$ cat src/rtl/hash_engine_job_arbiter.sv
// Shares one hash engine between NUM_PORTS streams: per-job round-robin grant on the input
// side, tag FIFO steering in-order results back. Optional HASH_ARB_STATS_EN adds per-port job counters.
module hash_engine_job_arbiter #(
    parameter int NUM_PORTS      = 2,
    parameter int DATA_WIDTH     = 256,
    parameter int TAG_FIFO_DEPTH = 4
) (
    input  logic                            clk,
    input  logic                            rst_n,
    input  logic [NUM_PORTS-1:0]            req_valid,
    output logic [NUM_PORTS-1:0]            req_ready,
    input  logic [NUM_PORTS-1:0]            req_delim,
    input  logic [NUM_PORTS*DATA_WIDTH-1:0] req_data,
    output logic                            eng_in_valid,
    input  logic                            eng_in_ready,
    output logic                            eng_in_delim,
    output logic [DATA_WIDTH-1:0]           eng_in_data,
    input  logic                            eng_out_valid,
    input  logic                            eng_out_delim,
    output logic                            eng_out_ready,
    output logic [NUM_PORTS-1:0]            rsp_valid,
    input  logic [NUM_PORTS-1:0]            rsp_ready,
    output logic                            rsp_delim,
    output logic                            busy,
    output logic                            err_orphan
`ifdef HASH_ARB_STATS_EN
    ,
    output logic [NUM_PORTS*16-1:0]         stat_job_cnt
`endif
);

    localparam int IDX_W = $clog2(NUM_PORTS);
    localparam int SEL_W = IDX_W + 1;
    localparam int PTR_W = $clog2(TAG_FIFO_DEPTH);
    localparam int CNT_W = PTR_W + 1;

    typedef enum logic [0:0] {ST_IDLE = 1'b0, ST_LOCKED = 1'b1} state_e;

    state_e               state_q, state_d;
    logic [IDX_W-1:0]     owner_q, owner_d;
    logic [IDX_W-1:0]     rr_ptr_q, rr_ptr_d;
    logic [IDX_W-1:0]     tag_mem_q [TAG_FIFO_DEPTH];
    logic [PTR_W-1:0]     wr_ptr_q, rd_ptr_q;
    logic [CNT_W-1:0]     count_q;
    logic                 err_orphan_q;

    logic                 fifo_empty_s, fifo_full_s;
    logic                 grant_found_s, grant_en_s, in_last_s, push_s, pop_s;
    logic [IDX_W-1:0]     grant_idx_s, head_tag_s, owner_inc_s;
    logic [SEL_W-1:0]     cand_s;
    logic [DATA_WIDTH-1:0] sel_data_s;

    assign fifo_empty_s = (count_q == {CNT_W{1'b0}});
    assign fifo_full_s  = (count_q >= CNT_W'(TAG_FIFO_DEPTH));
    assign head_tag_s   = tag_mem_q[rd_ptr_q];
    assign owner_inc_s  = (owner_q == IDX_W'(NUM_PORTS - 1)) ? {IDX_W{1'b0}} : owner_q + IDX_W'(1);
    assign grant_en_s   = (state_q == ST_IDLE) && grant_found_s && !fifo_full_s;
    assign in_last_s    = (state_q == ST_LOCKED) && req_valid[owner_q] && req_delim[owner_q] && eng_in_ready;
    assign push_s       = grant_en_s;
    assign pop_s        = eng_out_valid && eng_out_ready && eng_out_delim;

    // Round-robin search: first valid port at or above rr_ptr, wrapping at NUM_PORTS
    always_comb begin
        grant_found_s = 1'b0;
        grant_idx_s   = {IDX_W{1'b0}};
        cand_s        = {SEL_W{1'b0}};
        for (int i = 0; i < NUM_PORTS; i++) begin
            cand_s = {1'b0, rr_ptr_q} + SEL_W'(i);
            cand_s = (cand_s >= SEL_W'(NUM_PORTS)) ? cand_s - SEL_W'(NUM_PORTS) : cand_s;
            if (!grant_found_s && req_valid[cand_s[IDX_W-1:0]]) begin
                grant_found_s = 1'b1;
                grant_idx_s   = cand_s[IDX_W-1:0];
            end else begin
                grant_found_s = grant_found_s;
            end
        end
    end

    // Owner data mux
    always_comb begin
        sel_data_s = {DATA_WIDTH{1'b0}};
        for (int p = 0; p < NUM_PORTS; p++) begin
            if (owner_q == IDX_W'(p)) begin
                sel_data_s = req_data[p*DATA_WIDTH +: DATA_WIDTH];
            end else begin
                sel_data_s = sel_data_s;
            end
        end
    end

    // Next-state logic
    always_comb begin
        state_d  = state_q;
        owner_d  = owner_q;
        rr_ptr_d = rr_ptr_q;
        case (state_q)
            ST_IDLE: begin
                if (grant_en_s) begin
                    state_d = ST_LOCKED;
                    owner_d = grant_idx_s;
                end else begin
                    state_d = ST_IDLE;
                end
            end
            ST_LOCKED: begin
                if (in_last_s) begin
                    state_d  = ST_IDLE;
                    rr_ptr_d = owner_inc_s;
                end else begin
                    state_d = ST_LOCKED;
                end
            end
            default: state_d = ST_IDLE;
        endcase
    end

    // Output logic; the empty check keeps an orphaned result stalled at the engine
    always_comb begin
        req_ready    = {NUM_PORTS{1'b0}};
        eng_in_valid = 1'b0;
        eng_in_delim = req_delim[owner_q];
        eng_in_data  = sel_data_s;
        if (state_q == ST_LOCKED) begin
            eng_in_valid       = req_valid[owner_q];
            req_ready[owner_q] = eng_in_ready;
        end else begin
            eng_in_valid = 1'b0;
        end
        rsp_valid             = {NUM_PORTS{1'b0}};
        rsp_valid[head_tag_s] = eng_out_valid && !fifo_empty_s;
        eng_out_ready         = rsp_ready[head_tag_s] && !fifo_empty_s;
        rsp_delim             = eng_out_delim;
        busy                  = (state_q != ST_IDLE) || !fifo_empty_s;
        err_orphan            = err_orphan_q;
    end

    // State, tag FIFO and sticky error registers
    always_ff @(posedge clk) begin
        if (!rst_n) begin
            state_q      <= ST_IDLE;
            owner_q      <= {IDX_W{1'b0}};
            rr_ptr_q     <= {IDX_W{1'b0}};
            wr_ptr_q     <= {PTR_W{1'b0}};
            rd_ptr_q     <= {PTR_W{1'b0}};
            count_q      <= {CNT_W{1'b0}};
            err_orphan_q <= 1'b0;
            for (int k = 0; k < TAG_FIFO_DEPTH; k++) begin
                tag_mem_q[k] <= {IDX_W{1'b0}};
            end
        end else begin
            state_q  <= state_d;
            owner_q  <= owner_d;
            rr_ptr_q <= rr_ptr_d;
            if (push_s) begin
                tag_mem_q[wr_ptr_q] <= grant_idx_s;
                wr_ptr_q            <= wr_ptr_q + PTR_W'(1);
            end
            if (pop_s) begin
                rd_ptr_q <= rd_ptr_q + PTR_W'(1);
            end
            case ({push_s, pop_s})
                2'b10:   count_q <= count_q + CNT_W'(1);
                2'b01:   count_q <= count_q - CNT_W'(1);
                default: count_q <= count_q;
            endcase
            if (eng_out_valid && fifo_empty_s) begin
                err_orphan_q <= 1'b1;
            end
        end
    end

`ifdef HASH_ARB_STATS_EN
    logic [15:0] stat_q [NUM_PORTS];

    // Saturating per-port completed-job counters, bumped on each tag pop
    always_ff @(posedge clk) begin
        if (!rst_n) begin
            for (int p = 0; p < NUM_PORTS; p++) begin
                stat_q[p] <= 16'h0000;
            end
        end else begin
            for (int p = 0; p < NUM_PORTS; p++) begin
                if (pop_s && (head_tag_s == IDX_W'(p)) && (stat_q[p] != 16'hFFFF)) begin
                    stat_q[p] <= stat_q[p] + 16'h0001;
                end
            end
        end
    end

    // Flatten counters onto the status port
    always_comb begin
        stat_job_cnt = {(NUM_PORTS*16){1'b0}};
        for (int p = 0; p < NUM_PORTS; p++) begin
            stat_job_cnt[p*16 +: 16] = stat_q[p];
        end
    end
`else
    // Job counters absent in this build.
`endif

endmodule

$ cat config.mk
export PLATFORM = sky130hd
export DESIGN_NAME = hash_engine_job_arbiter
export DESIGN_NICKNAME = d
export VERILOG_FILES = /design/src/rtl/hash_engine_job_arbiter.sv
export SDC_FILE = /design/constraint.sdc
export NUM_CORES = 1
export LEC_CHECK = 0
export CAP_MARGIN = 20
export CORE_AREA = 2 2 304 306
export CTS_BUF_LIST = sky130_fd_sc_hd__clkbuf_8
export DETAILED_ROUTE_END_ITERATION = 8
export DIE_AREA = 0 0 306 308
export PLACE_DENSITY = 0.3
export REMOVE_ABC_BUFFERS = 1
export SYNTH_ARGS = -nofsm -noshare
export SYNTH_HDL_FRONTEND = slang
export SYNTH_SLANG_ARGS = --single-unit
$ cat constraint.sdc
create_clock -name clk -period 3.1 [get_ports clk]
set_input_delay 0.775 -clock clk [delete_from_list [all_inputs] [get_ports clk]]
set_output_delay 0.775 -clock clk [all_outputs]
set_load 0.02 [all_outputs]
**Word level (Yosys, flattened, before mapping)**

Memory sizes are Yosys's and may differ from the RTL's. A register that Yosys moved wholly into a read port is not among the register bits.
Cells that the tools add are included.

- Add/sub/neg operators: 8
- $lt $le $gt $ge: 9
- Equal/unequal tests: 2
- Mux-type cells: 36
- Bitwise gates (word level): 3
- Reductions and logical operators: 22

Operators with widths:

| cell | count |
|---|---|
| two-way mux 256 bit | 1 |
| two-way mux 1 bit | 27 |
| logical AND 1 bit | 13 |
| less-than comparator 1 x 2 -> 1 bit (second input constant) | 4 |
| two-way mux 2 bit | 4 |
| case mux 3 bit (2 select lines) | 1 |
| adder 2 x 1 -> 2 bit (second input constant) | 2 |
| bitwise AND 2 bit | 2 |
| AND reduction 2 bit | 2 |
| adder 3 x 1 -> 3 bit (second input constant) | 1 |
| >= comparator 3 bit (second input constant) | 1 |
| zero test 1 bit | 3 |
| zero test 3 bit | 1 |
| subtractor 3 x 1 -> 3 bit (second input constant) | 1 |
| adder 1 x 1 -> 2 bit (second input constant) | 1 |
| demux 1 bit (select 1 bit) | 2 |
| equality test 2 x 1 -> 1 bit (second input constant) | 1 |
| equality test 2 bit (second input constant) | 1 |
| >= comparator 1 bit (second input constant) | 2 |
| >= comparator 1 x 2 -> 1 bit (second input constant) | 1 |
| >= comparator 2 bit (second input constant) | 1 |
| case mux 1 bit (2 select lines) | 1 |
| nonzero test 2 bit | 1 |
| subtractor 1 bit (second input constant) | 2 |
| 4 further kinds | 4 |

- Register bits after elaboration: 11
- Memory bits (writable): 4
- Bits of input ports: 523
- Output and inout bits: 266
- Word-level logic and storage cells: 88
- Memories: 1

Memory list:

| memory | words | bits a word | rd ports | clocked after Yosys merged registers in | write ports | RTL line | RTL |
|---|---|---|---|---|---|---|---|
| tag_mem_q | 4 | 1 | 1 | 1 | 4 | 42 | `logic [IDX_W-1:0] tag_mem_q [TAG_FIFO_DEPTH];` |

**Logic depth before layout (Yosys ltp)**

Gate-level depths: netlist of run 1.

- Word-level depth: 15
- Depth in mapped cells: 9
- Mapped depth without buffers: 9

**Worst setup path after synthesis of run 1**

No wires, ideal clock.

- Kind: register -> register
- From: register (tool-made name)
- To: register count_q[2]
- Setup time: 0.076 ns
- Data arrival time: 2.527 ns
- Data required time: 3.024 ns
- Path slack: 0.498 ns
- Cell stages (with the launch flop): 10
- Path buffers: 0
- Period minus slack after synthesis: 2.602 ns
- Cell sequence: dfxtp_1 > mux4_2 > mux2i_2 > nor3b_2 > ha_1 > inv_1 > fa_1 > xor2_1 > or3_1 > a21boi_0

RTL lines:

| item | RTL line | RTL |
|---|---|---|
| end signal, assigned | 145 | `count_q <= {CNT_W{1'b0}};` |
| end signal, assigned | 162 | `2'b10: count_q <= count_q + CNT_W'(1);` |
| end signal, assigned | 163 | `2'b01: count_q <= count_q - CNT_W'(1);` |
| end, declared | 44 | `logic [CNT_W-1:0] count_q;` |

**Worst setup path in the final report of run 1**

- From: input req_valid[1]
- To: output eng_in_valid

- Word-level cells in the longest chain between the ends: 3

Ends and longest elaborated chain:

| item | RTL line | RTL |
|---|---|---|
| start, declared | 10 | `input logic [NUM_PORTS-1:0] req_valid,` |
| two-way mux 1 bit (not written as such) (2 in a row) | 124 | `eng_in_valid = req_valid[owner_q];` |
| two-way mux 1 bit | 123 | `if (state_q == ST_LOCKED) begin` |
| end, declared | 14 | `output logic eng_in_valid,` |

Every way passes these cells. The select of a mux whose other input is x is not followed.

==> reports/metrics.yaml, run 1 <==
run_status:
  outcome: "completed"
clocking:
  cts_hold_buf: 0
  numCtsBuffers: 3
  cts.path.max_buffers: 2
  cts_tree: "built"
  ctsRootBufferMaster: "clkbuf_8"
  worst_skew_pair.late_latency_ns: 0.25
  cts_sinks: 17
  clk_pin_slew_ns: 0.06
  cts-htree-levels: 1
worst_hold_path:
  worstHoldStart: "rd_ptr_q[1]"
  hold_class: "register to register"
  holdPathStages: 2
  min_to: "rd_ptr_q[1]"
floorplanning:
  die_y_um: 308
  num_rows: 111
  die_area_um2: 94200
  initial_core_util_pct: 4.28
  coreArea_um2: 91000
  num_io_pins: 789
  die_w_um: 306
routing:
  wl_per_cell_um: 21.0
  antenna_left: 0
  num_vias: 6347
  drt-total-wl_mm: 49.5
  dr.pass1.iters: 4
  avgViaCountPerCell: 2.70
  drt_iter0_markers: 123
  drc: 0
place:
  dp_slack_ns: 0.0304
  gp_congestion: 0.819
  portBuffers: 788
  dp.cells: 2344
  hpwl_mm: 46.1
  dpl_cell_area_um2: 13400
yosys:
  synth_top_area_share_pct: 74.7
  yosys.area.top_type: "mux2_2"
  synthesis.instances: 378
  yosys_warnings: 0
  syn-cell-area_um2: 3890
  syn_area_per_cell_um2: 10.3
  ys_ff_latch: 17
  yosys-top-cells-count: "mux2_2, buf_2, dfxtp_1"
  yosysUniqueCellTypes: 35
  synth_edf_count: 1
  yosysSeqAreaShare_pct: 9.00
  ys.flop_type: "dfxtp_1"
  ys_async_sr_fraction_pct: 0
  synth_area_leaders: "mux2_2, dfxtp_1, buf_2"
  synth_most_common_cell: "mux2_2"
setup_path:
  end_kind: "primary output"
  worst_r2r_endpoint: "count_q[2]"
  worst-path-max-fanout: 4
  cp_data_arrival_time_ns: 2.23
  crit_type: "input pin to primary output"
  crit_required_ns: 2.32
  reg2reg_slack_ns: 0.32
  reg2reg_from: "tag_mem_q[3]"
  worst-r2r-cell-count: 9
  cp-start-kind: "input pin"
pwr:
  swShare_pct: 37.6
  pwr-share-seq_pct: 9.4
  power.switching_mw: 1.10
  cellPowerDensity_nw_per_um2: 216
  p_leak_nw: 4.54
  p_total_mw: 2.91
  clkPwrFrac_pct: 5.6
  pwr-share-comb_pct: 85.0
  p_int_mw: 1.82
  ir_worst_vdd_uv: 117
grt:
  grt.total_usage_pct: 9.79
  grt_pass1_wl_mm: 62.2
  grt_pass1_vias: 6831
  antenna_found_initial: 43
  grt_max_degree: 44
  grt-ovfl-total: 0
layout:
  utilization_pct: 14.8
  fillers: 10200
  nNetsFinal: 1688
  drive_gt1_share_pct: 25.4
  syn2layout_area_growth_pct: 247
  layout.cells.non_filler: 2354
  final_area_um2: 13500
timing:
  setup_viol_count_final: 0
  fin_skew_ns: 0.00505
  finalCritPeriodShare_pct: 97.0
  tightest_slew_ns: 0.735
  rsz0062_at_grt: "false"
  hold_slack_ns: 0.479
  fin_setup_tns_ns: 0
  setup_ws_ns: 0.0930
  max_slew_margin_pct: 50.6
  hold_viol: 0
  slew_violations: 0
  finalCriticalPeriod_ns: 3.01
  fmax_mhz: 333
flow_run:
  maxCapViolations: 0
## cell families (layout without fill, tap and decap cells)
family	after synthesis	count (layout)	share of synthesized area [%]
buffers and inverters	38	822	4.60
flip-flops	17	17	9.00
AO/OA/AOI/OAI	11	11	1.86
multiplexers	266	266	77.1
other	0	6	0
adder cells (fa/ha/maj)	2	2	0.836
XOR/XNOR	4	4	0.900
AND/OR/NAND/NOR	40	40	5.66
## power groups by stage
stage          registers [mW]  logic (mW)  clock network (mW)
2_1_floorplan           0.336       0.965                   0
3_3_place_gp            0.279        2.52                   0
3_5_place_dp            0.279        2.51                   0
4_1_cts                 0.275        2.53               0.174
5_1_grt                 0.279        2.62               0.186
6_report                0.274        2.47               0.164
## worst max-delay path, stage by stage
cell and delay (ns):
clkdlybuf4s50_1 0.45, mux2_2 0.31, and2_1 0.16, clkdlybuf4s50_1 0.53
## timing repair
item | 4_1_cts | 5_1_grt
setup buffers | 0 | 0
resized for setup | 1 | 1
endpoints found under the setup margin | 1 | 1
## routing by layer
metal	track usage (%)	vias to the layer above	wire length [µm]
li1	-	2986	-
met1	11.3	2859	19800
met2	16.1	438	22800
met3	5.96	38	6650
met4	0.481	26	142
met5	0	-	154
## layout by cell type (no fill, tap or decap), types with 3 or more instances in the layout
master	instances
buf_12	12
nor2_1	6
nand2b_1	3
a21boi_0	3
diode_2	6
inv_1	8
mux2_2	258
buf_4	18
nand2_1	10
and2_1	5
nor2b_1	4
clkdlybuf4s50_1	780
dfxtp_1	15
clkbuf_8	3
mux2i_1	6
## worst max path at each step
stage / start / end / cells after the start
3_3_place_gp: rsp_ready[1] / eng_out_ready / 4
6_report: req_valid[1] / eng_in_valid / 4
5_1_grt: req_valid[1] / eng_in_valid / 4
2_1_floorplan: owner_q / eng_in_valid / 2
4_1_cts: tag_mem_q[3] / eng_out_ready / 4
3_5_place_dp: rsp_ready[0] / eng_out_ready / 4
## layout make-up
| type | count | area (µm²) | share of cell area [%] |
|---|---|---|---|
| inverter | 7 | 26.3 | 0.195 |
| tap | 1186 | 1480 | 11.0 |
| clock buffer | 3 | 41.3 | 0.306 |
| timing repair buffer | 811 | 8200 | 60.7 |
| antenna | 6 | 15.0 | 0.111 |
| sequential | 17 | 354 | 2.62 |
| clock inverter | 1 | 3.75 | 0.0278 |
| multi-input combinational | 323 | 3370 | 25.0 |
Note: power is estimated with default switching activity, not from simulation.
==> run 2, diff against run 1 <==
--- a/config.mk
+++ b/config.mk
@@ -10,6 +10,7 @@
 export CTS_BUF_LIST = sky130_fd_sc_hd__clkbuf_8
 export DETAILED_ROUTE_END_ITERATION = 8
 export DIE_AREA = 0 0 306 308
+export HOLD_SLACK_MARGIN = 0.08
 export PLACE_DENSITY = 0.3
 export REMOVE_ABC_BUFFERS = 1
 export SYNTH_ARGS = -nofsm -noshare
==> results of run 2 <==
The final DEF is identical to that of run 1; final timing and power are the same.
